## config.mk

```make
export PLATFORM = sky130hd
export DESIGN_NAME = isp_awb
export DESIGN_NICKNAME = d
export VERILOG_FILES = /design/src/rtl/isp_awb.sv
export SDC_FILE = /design/constraint.sdc
export NUM_CORES = 1
export LEC_CHECK = 0
export CAP_MARGIN = 5
export CORE_MARGIN = 2
export CORE_UTILIZATION = 39
export DETAILED_ROUTE_END_ITERATION = 7
export HOLD_SLACK_MARGIN = 0.1
export PLACE_DENSITY = 0.53
export REMOVE_ABC_BUFFERS = 1
export SYNTH_ARGS = -nofsm -noshare
export SYNTH_HDL_FRONTEND = slang
export SYNTH_SLANG_ARGS = --single-unit
```

## constraint.sdc

```tcl
create_clock -name pclk -period 12.1 [get_ports pclk]
set_input_delay 1.815 -clock pclk [delete_from_list [all_inputs] [get_ports pclk]]
set_output_delay 1.815 -clock pclk [all_outputs]
set_load 0.01 [all_outputs]
```

## src/rtl/isp_awb.sv

```systemverilog
// Gray-world auto white balance: per-frame R/G/B statistics, R/B gain division
// during vertical blanking, and a 2-cycle gain application pipeline.
module isp_awb #(
    parameter int BITS      = 8,
    parameter int WIDTH     = 256,
    parameter int HEIGHT    = 10,
    parameter int GAIN_FRAC = 6
) (
    input  logic            pclk,
    input  logic            rst,
    input  logic            awb_en,
    input  logic            in_href,
    input  logic            in_vsync,
    input  logic [BITS-1:0] in_r,
    input  logic [BITS-1:0] in_g,
    input  logic [BITS-1:0] in_b,
    output logic            out_href,
    output logic            out_vsync,
    output logic [BITS-1:0] out_r,
    output logic [BITS-1:0] out_g,
    output logic [BITS-1:0] out_b,
    output logic [7:0]      gain_r_o,
    output logic [7:0]      gain_b_o,
    output logic            stat_valid
);

    localparam int SUM_W = BITS + $clog2(WIDTH * HEIGHT) + 1;
    localparam int DIV_W = SUM_W + 8;
    localparam int PW    = BITS + 8;
    localparam int SW    = PW + 1;
    localparam logic [7:0] UNITY = 8'(1 << GAIN_FRAC);

    typedef enum logic [2:0] {IDLE, CHK_R, DIV_R, CHK_B, DIV_B, UPDATE} state_t;

    state_t             state, state_nxt;
    logic               vsync_d, armed, rise, fall, start;
    logic [SUM_W-1:0]   sum_r, sum_g, sum_b, snap_r, snap_g, snap_b, den;
    logic [DIV_W-1:0]   rem, dvs;
    logic [7:0]         quot, quot_nxt, q_r;
    logic [2:0]         bit_cnt;
    logic               skip;
    logic [7:0]         applied_r, applied_b, sel_r, sel_b;
    logic [PW-1:0]      p_r, p_b;
    logic [BITS-1:0]    g_d1;
    logic               href_d1, vsync_d1;

    function automatic logic [SUM_W-1:0] sat_add(input logic [SUM_W-1:0] a,
                                                 input logic [BITS-1:0]  b);
        logic [SUM_W:0] s;
        s = {1'b0, a} + {{(SUM_W + 1 - BITS){1'b0}}, b};
        return s[SUM_W] ? '1 : s[SUM_W-1:0];
    endfunction

    function automatic logic [BITS-1:0] round_clamp(input logic [PW-1:0] p);
        logic [SW-1:0] s;
        s = ({1'b0, p} + SW'(1 << (GAIN_FRAC - 1))) >> GAIN_FRAC;
        return (s > SW'({BITS{1'b1}})) ? '1 : s[BITS-1:0];
    endfunction

    assign rise  = in_vsync & ~vsync_d;
    assign fall  = ~in_vsync & vsync_d;
    assign start = fall & armed & (state == IDLE);

    // vsync_d resets high so a frame already in progress at release is not seen as a rise
    always_ff @(posedge pclk or posedge rst) begin
        if (rst) begin
            vsync_d <= 1'b1;
            armed   <= 1'b0;
            sum_r   <= '0;
            sum_g   <= '0;
            sum_b   <= '0;
        end else begin
            vsync_d <= in_vsync;
            if (rise)
                armed <= 1'b1;
            if (fall) begin
                sum_r <= '0;
                sum_g <= '0;
                sum_b <= '0;
            end else if (armed && in_vsync && in_href) begin
                sum_r <= sat_add(sum_r, in_r);
                sum_g <= sat_add(sum_g, in_g);
                sum_b <= sat_add(sum_b, in_b);
            end
        end
    end

    always_ff @(posedge pclk or posedge rst) begin
        if (rst) begin
            snap_r <= '0;
            snap_g <= '0;
            snap_b <= '0;
        end else if (start) begin
            snap_r <= sum_r;
            snap_g <= sum_g;
            snap_b <= sum_b;
        end
    end

    always_ff @(posedge pclk or posedge rst) begin
        if (rst)
            state <= IDLE;
        else
            state <= state_nxt;
    end

    always_comb begin
        state_nxt = state;
        case (state)
            IDLE:    if (start) state_nxt = CHK_R;
            CHK_R:   state_nxt = DIV_R;
            DIV_R:   if (bit_cnt == 3'd7) state_nxt = CHK_B;
            CHK_B:   state_nxt = DIV_B;
            DIV_B:   if (bit_cnt == 3'd7) state_nxt = UPDATE;
            UPDATE:  state_nxt = IDLE;
            default: state_nxt = IDLE;
        endcase
    end

    assign den      = (state == CHK_B) ? snap_b : snap_r;
    assign quot_nxt = skip ? quot : {quot[6:0], (rem >= dvs)};

    // Quotient is < 256 whenever the divide runs, so the divisor starts at den<<7
    always_ff @(posedge pclk or posedge rst) begin
        if (rst) begin
            bit_cnt    <= '0;
            rem        <= '0;
            dvs        <= '0;
            quot       <= UNITY;
            skip       <= 1'b0;
            q_r        <= UNITY;
            gain_r_o   <= UNITY;
            gain_b_o   <= UNITY;
            stat_valid <= 1'b0;
        end else begin
            stat_valid <= 1'b0;
            case (state)
                CHK_R, CHK_B: begin
                    bit_cnt <= '0;
                    rem     <= DIV_W'(snap_g) << GAIN_FRAC;
                    dvs     <= DIV_W'(den) << 7;
                    if (den == '0) begin
                        skip <= 1'b1;
                        quot <= UNITY;
                    end else if ({2'b00, snap_g} >= {den, 2'b00}) begin
                        skip <= 1'b1;
                        quot <= 8'hFF;
                    end else begin
                        skip <= 1'b0;
                        quot <= '0;
                    end
                end
                DIV_R, DIV_B: begin
                    bit_cnt <= bit_cnt + 3'd1;
                    quot    <= quot_nxt;
                    dvs     <= dvs >> 1;
                    if (!skip && rem >= dvs)
                        rem <= rem - dvs;
                    if (state == DIV_R && bit_cnt == 3'd7)
                        q_r <= quot_nxt;
                end
                UPDATE: begin
                    gain_r_o   <= q_r;
                    gain_b_o   <= quot;
                    stat_valid <= 1'b1;
                end
                default: ;
            endcase
        end
    end

    always_ff @(posedge pclk or posedge rst) begin
        if (rst) begin
            applied_r <= UNITY;
            applied_b <= UNITY;
        end else if (rise) begin
            applied_r <= gain_r_o;
            applied_b <= gain_b_o;
        end
    end

    assign sel_r = awb_en ? applied_r : UNITY;
    assign sel_b = awb_en ? applied_b : UNITY;

    // G has a fixed unity gain, which is an exact pass-through, so it is only delayed
    always_ff @(posedge pclk or posedge rst) begin
        if (rst) begin
            p_r       <= '0;
            p_b       <= '0;
            g_d1      <= '0;
            href_d1   <= 1'b0;
            vsync_d1  <= 1'b0;
            out_r     <= '0;
            out_g     <= '0;
            out_b     <= '0;
            out_href  <= 1'b0;
            out_vsync <= 1'b0;
        end else begin
            p_r       <= PW'(in_r) * PW'(sel_r);
            p_b       <= PW'(in_b) * PW'(sel_b);
            g_d1      <= in_g;
            href_d1   <= in_href;
            vsync_d1  <= in_vsync;
            out_r     <= round_clamp(p_r);
            out_g     <= g_d1;
            out_b     <= round_clamp(p_b);
            out_href  <= href_d1;
            out_vsync <= vsync_d1;
        end
    end

endmodule

```

==> impl_metrics.py <==
metrics = {
    "detailed_routing": {
        "wirelength_mm": 46.3,
        "wl_per_cell_um": 17.7,
        "drc": 0,
        "drtAntennaViolNets": 0,
        "drt_pass1_iterations": 5,
        "drtIter0Drc": 904,
        "vias": 14300,
        "via_per_inst": 5.46,
    },
    "floorplanning": {
        "die_x_um": 225,
        "ios": 72,
        "initial_utilization": 0.393,
        "core_area_sq_um": 48600,
        "die_area_sq_um": 50800,
        "die_y_um": 225,
        "placement_rows": 81,
    },
    "clocking": {
        "clk_pin_slew_ns": 0.06,
        "htreeDepth": 2,
        "clock_latency_ns": 0.56,
        "hold_buffers": 0,
        "cts_inserted_buffers": 37,
        "cts_tree": "built",
        "post_cts_buffers": 0,
        "root_buffer": "clkbuf_16",
        "clock-sinks": 299,
        "clockBufferDepth": 3,
        "post_cts_resized": 0,
    },
    "logic_synthesis": {
        "syn_area_per_cell_sq_um": 9.97,
        "synth_seq_area_share": 0.392,
        "ys_seq_elements": 299,
        "netlist.area_leader.share": 0.382,
        "ys_types": 81,
        "synthesis.instances": 1919,
        "yosysTopAreaCell": "dfrtp_1",
        "yosysMostFrequentCell": "dfrtp_1",
        "synth_common_cells": "dfrtp_1, nand2_1, inv_1",
        "ys.warnings.count": 0,
        "ys.flop_type": "dfrtp_1",
        "syn_area_sq_um": 19100,
        "ys_top_cells_by_area": "dfrtp_1, ha_1, fa_1",
        "synth-edff-count": 0,
        "synthArstFlopShare": 1.00,
    },
    "global_routing": {
        "globalRouteOverflowTotal": 0,
        "antenna_found_initial": 0,
        "grt_usage": 0.187,
        "grt_max_degree": 166,
        "grt_pass1_vias": 14300,
        "grt_pass1_wl_mm": 76.5,
    },
    "sta": {
        "post-route-period-util": 0.540,
        "tns_ns": 0,
        "rsz0062_at_grt": "false",
        "setup_viol_count_final": 0,
        "finClkSkew_ns": 0.0178,
        "slew_headroom": 0.266,
        "slew_violations": 0,
        "post-route-min-period_ns": 6.53,
        "worstMarginPinSlew_ns": 1.09,
        "hold_viol_final": 0,
        "max_freq_mhz": 153,
    },
    "cells_and_area": {
        "antenna_cells": 0,
        "nFillCells": 4643,
        "fin_nets": 2209,
        "area_delta_synth_final_pct": 13.4,
        "final_util": 0.446,
        "instances_no_fill": 2616,
        "drive_above_1_share": 0.106,
    },
    "setup_path": {
        "crit_slowest_cell": "buf_4",
        "r2r_setup_slack_ns": 7.14,
        "cp.arrival_ns": 7.00,
        "cp_max_fo": 108,
        "cp.required_ns": 12.57,
        "cpLargestDelayFamily": "adder cells",
        "r2r_cells": 17,
        "worstReg2RegStart": "applied_r[6]",
        "endpoint_kind": "register",
        "path_common_cell": "fa_1",
        "cp_cell_sequence": "buf_2 > buf_4 > nand2b_1 > nand2_1 > fa_1 > fa_1 > inv_1 > fa_1 > inv_1 > fa_1 > inv_1 > ha_1 > or3_1 > o221a_2 > o31ai_1 > a21oi_1 > a21o_1 > a21oi_1 > xnor2_1",
        "crit_buf_inv": 5,
        "crit_type": "in -> reg",
        "startpoint_type": "primary input",
        "startpoint": "awb_en",
        "cp_slowest_stage_delay_ns": 0.61,
        "r2r_end": "p_r[15]",
    },
    "place": {
        "dp_cells": 2548,
        "place_congestion": 0.841,
        "post-dp-hpwl_mm": 32.6,
        "numPortBuffers": 71,
    },
    "run": {
        "max_cap_violations": 0,
    },
    "outcome": {
        "outcome": "complete, no violations",
    },
    "worst_hold_path": {
        "hold_end": "out_vsync",
        "min-delay-start": "vsync_d1",
        "min_path_type": "reg -> reg",
        "hold_depth": 0,
    },
    "pwr": {
        "p_per_area_nw_per_um2": 221,
        "p_leak_nw": 10.6,
        "peakVddDrop_mv": 0.143,
    },
}
[cell families (layout without fill, tap and decap cells)]
family,after synthesis,count (layout),share of synthesized area
xor gates and xnor gates,66,66,0.0302
muxes,115,115,0.0657
DFF,299,299,0.392
AOI/OAI and AO/OA,372,372,0.131
buffers and inverters,241,316,0.0491
adders and majority gates,215,215,0.170
and+or+nand+nor,611,611,0.162
[how the worst max path moves through the flow]
stage	endpoint	depth (start not counted)
floorplan	applied_b[0]	1
global placement	p_r[15]	19
finish	p_r[15]	19
detailed placement	p_r[15]	19
global route	p_r[15]	19
CTS	p_r[15]	19
[power breakdown]
part | switching [mW] | total [mW] | internal [mW]
combinational | 1.24 | 2.18 | 0.933
sequential | 0.218 | 1.48 | 1.26
clock | 0.463 | 1.14 | 0.673
total | 1.93 | 4.79 | 2.87
[cell usage in the layout (no fill, tap or decap), types with 13 or more instances in the layout]
master	netlist	final
fa_1	74	74
mux2_2	76	76
ha_1	141	141
buf_4	1	19
nand2b_1	22	21
a31oi_1	40	40
nand3_1	72	72
nor2_1	92	92
a21oi_1	98	98
o21ai_0	70	70
a21o_1	21	21
xnor2_1	36	36
and4_1	15	15
dfrtp_1	292	292
clkdlybuf4s50_1	0	70
mux2i_1	36	36
inv_1	156	155
and2_1	17	17
o221ai_1	22	22
xor2_1	30	30
nand4_1	17	17
o21a_1	22	22
and3_1	110	110
clkbuf_16	0	37
nand2_1	173	173
nor2b_1	14	13
nor3_1	37	37
[final cells by class]
class	instances	area, sq um	share of cell area
clock buffer	52	1080	0.0499
clock inverter	16	166	0.00767
inverter	157	597	0.0275
multi-input combinational	1379	10700	0.494
sequential	299	7490	0.345
tap	622	778	0.0359
timing repair buffer	91	868	0.0400
[through the flow]
| step | hold WS, ns | power, mW | worst slack, ns | cell area, sq um |
|---|---|---|---|---|
| final | 0.347 | 4.79 | 5.57 | 21700 |
| after global routing | 0.358 | 5.19 | 5.17 | 21700 |
| after CTS | 0.347 | 4.85 | 5.61 | 21700 |
| after detailed placement | 0.335 | 3.68 | 5.04 | 20400 |
| after global placement | 0.334 | 3.65 | 5.12 | 20400 |
| after floorplan | 0.331 | 3.03 | 2.04 | 18800 |
[state kept, by name, summed over array words and instances, names as in the netlist, 11 cells and up]
| name | flops |
|---|---|
| p_r | 11 |
| sum_r | 21 |
| sum_g | 21 |
| snap_g | 21 |
| snap_r | 21 |
| p_b | 11 |
| rem | 29 |
| snap_b | 21 |
| sum_b | 21 |
| dvs | 28 |
[per-layer routing]
layer,global-route usage,part of all wire,vias to the layer above
li1,-,-,6871
met1,0.248,0.45,7107
met2,0.316,0.48,235
met5,0,0,-
met3,0.0304,0.041,60
met4,0.0526,0.022,0
Note: power is estimated with default switching activity, not from simulation.
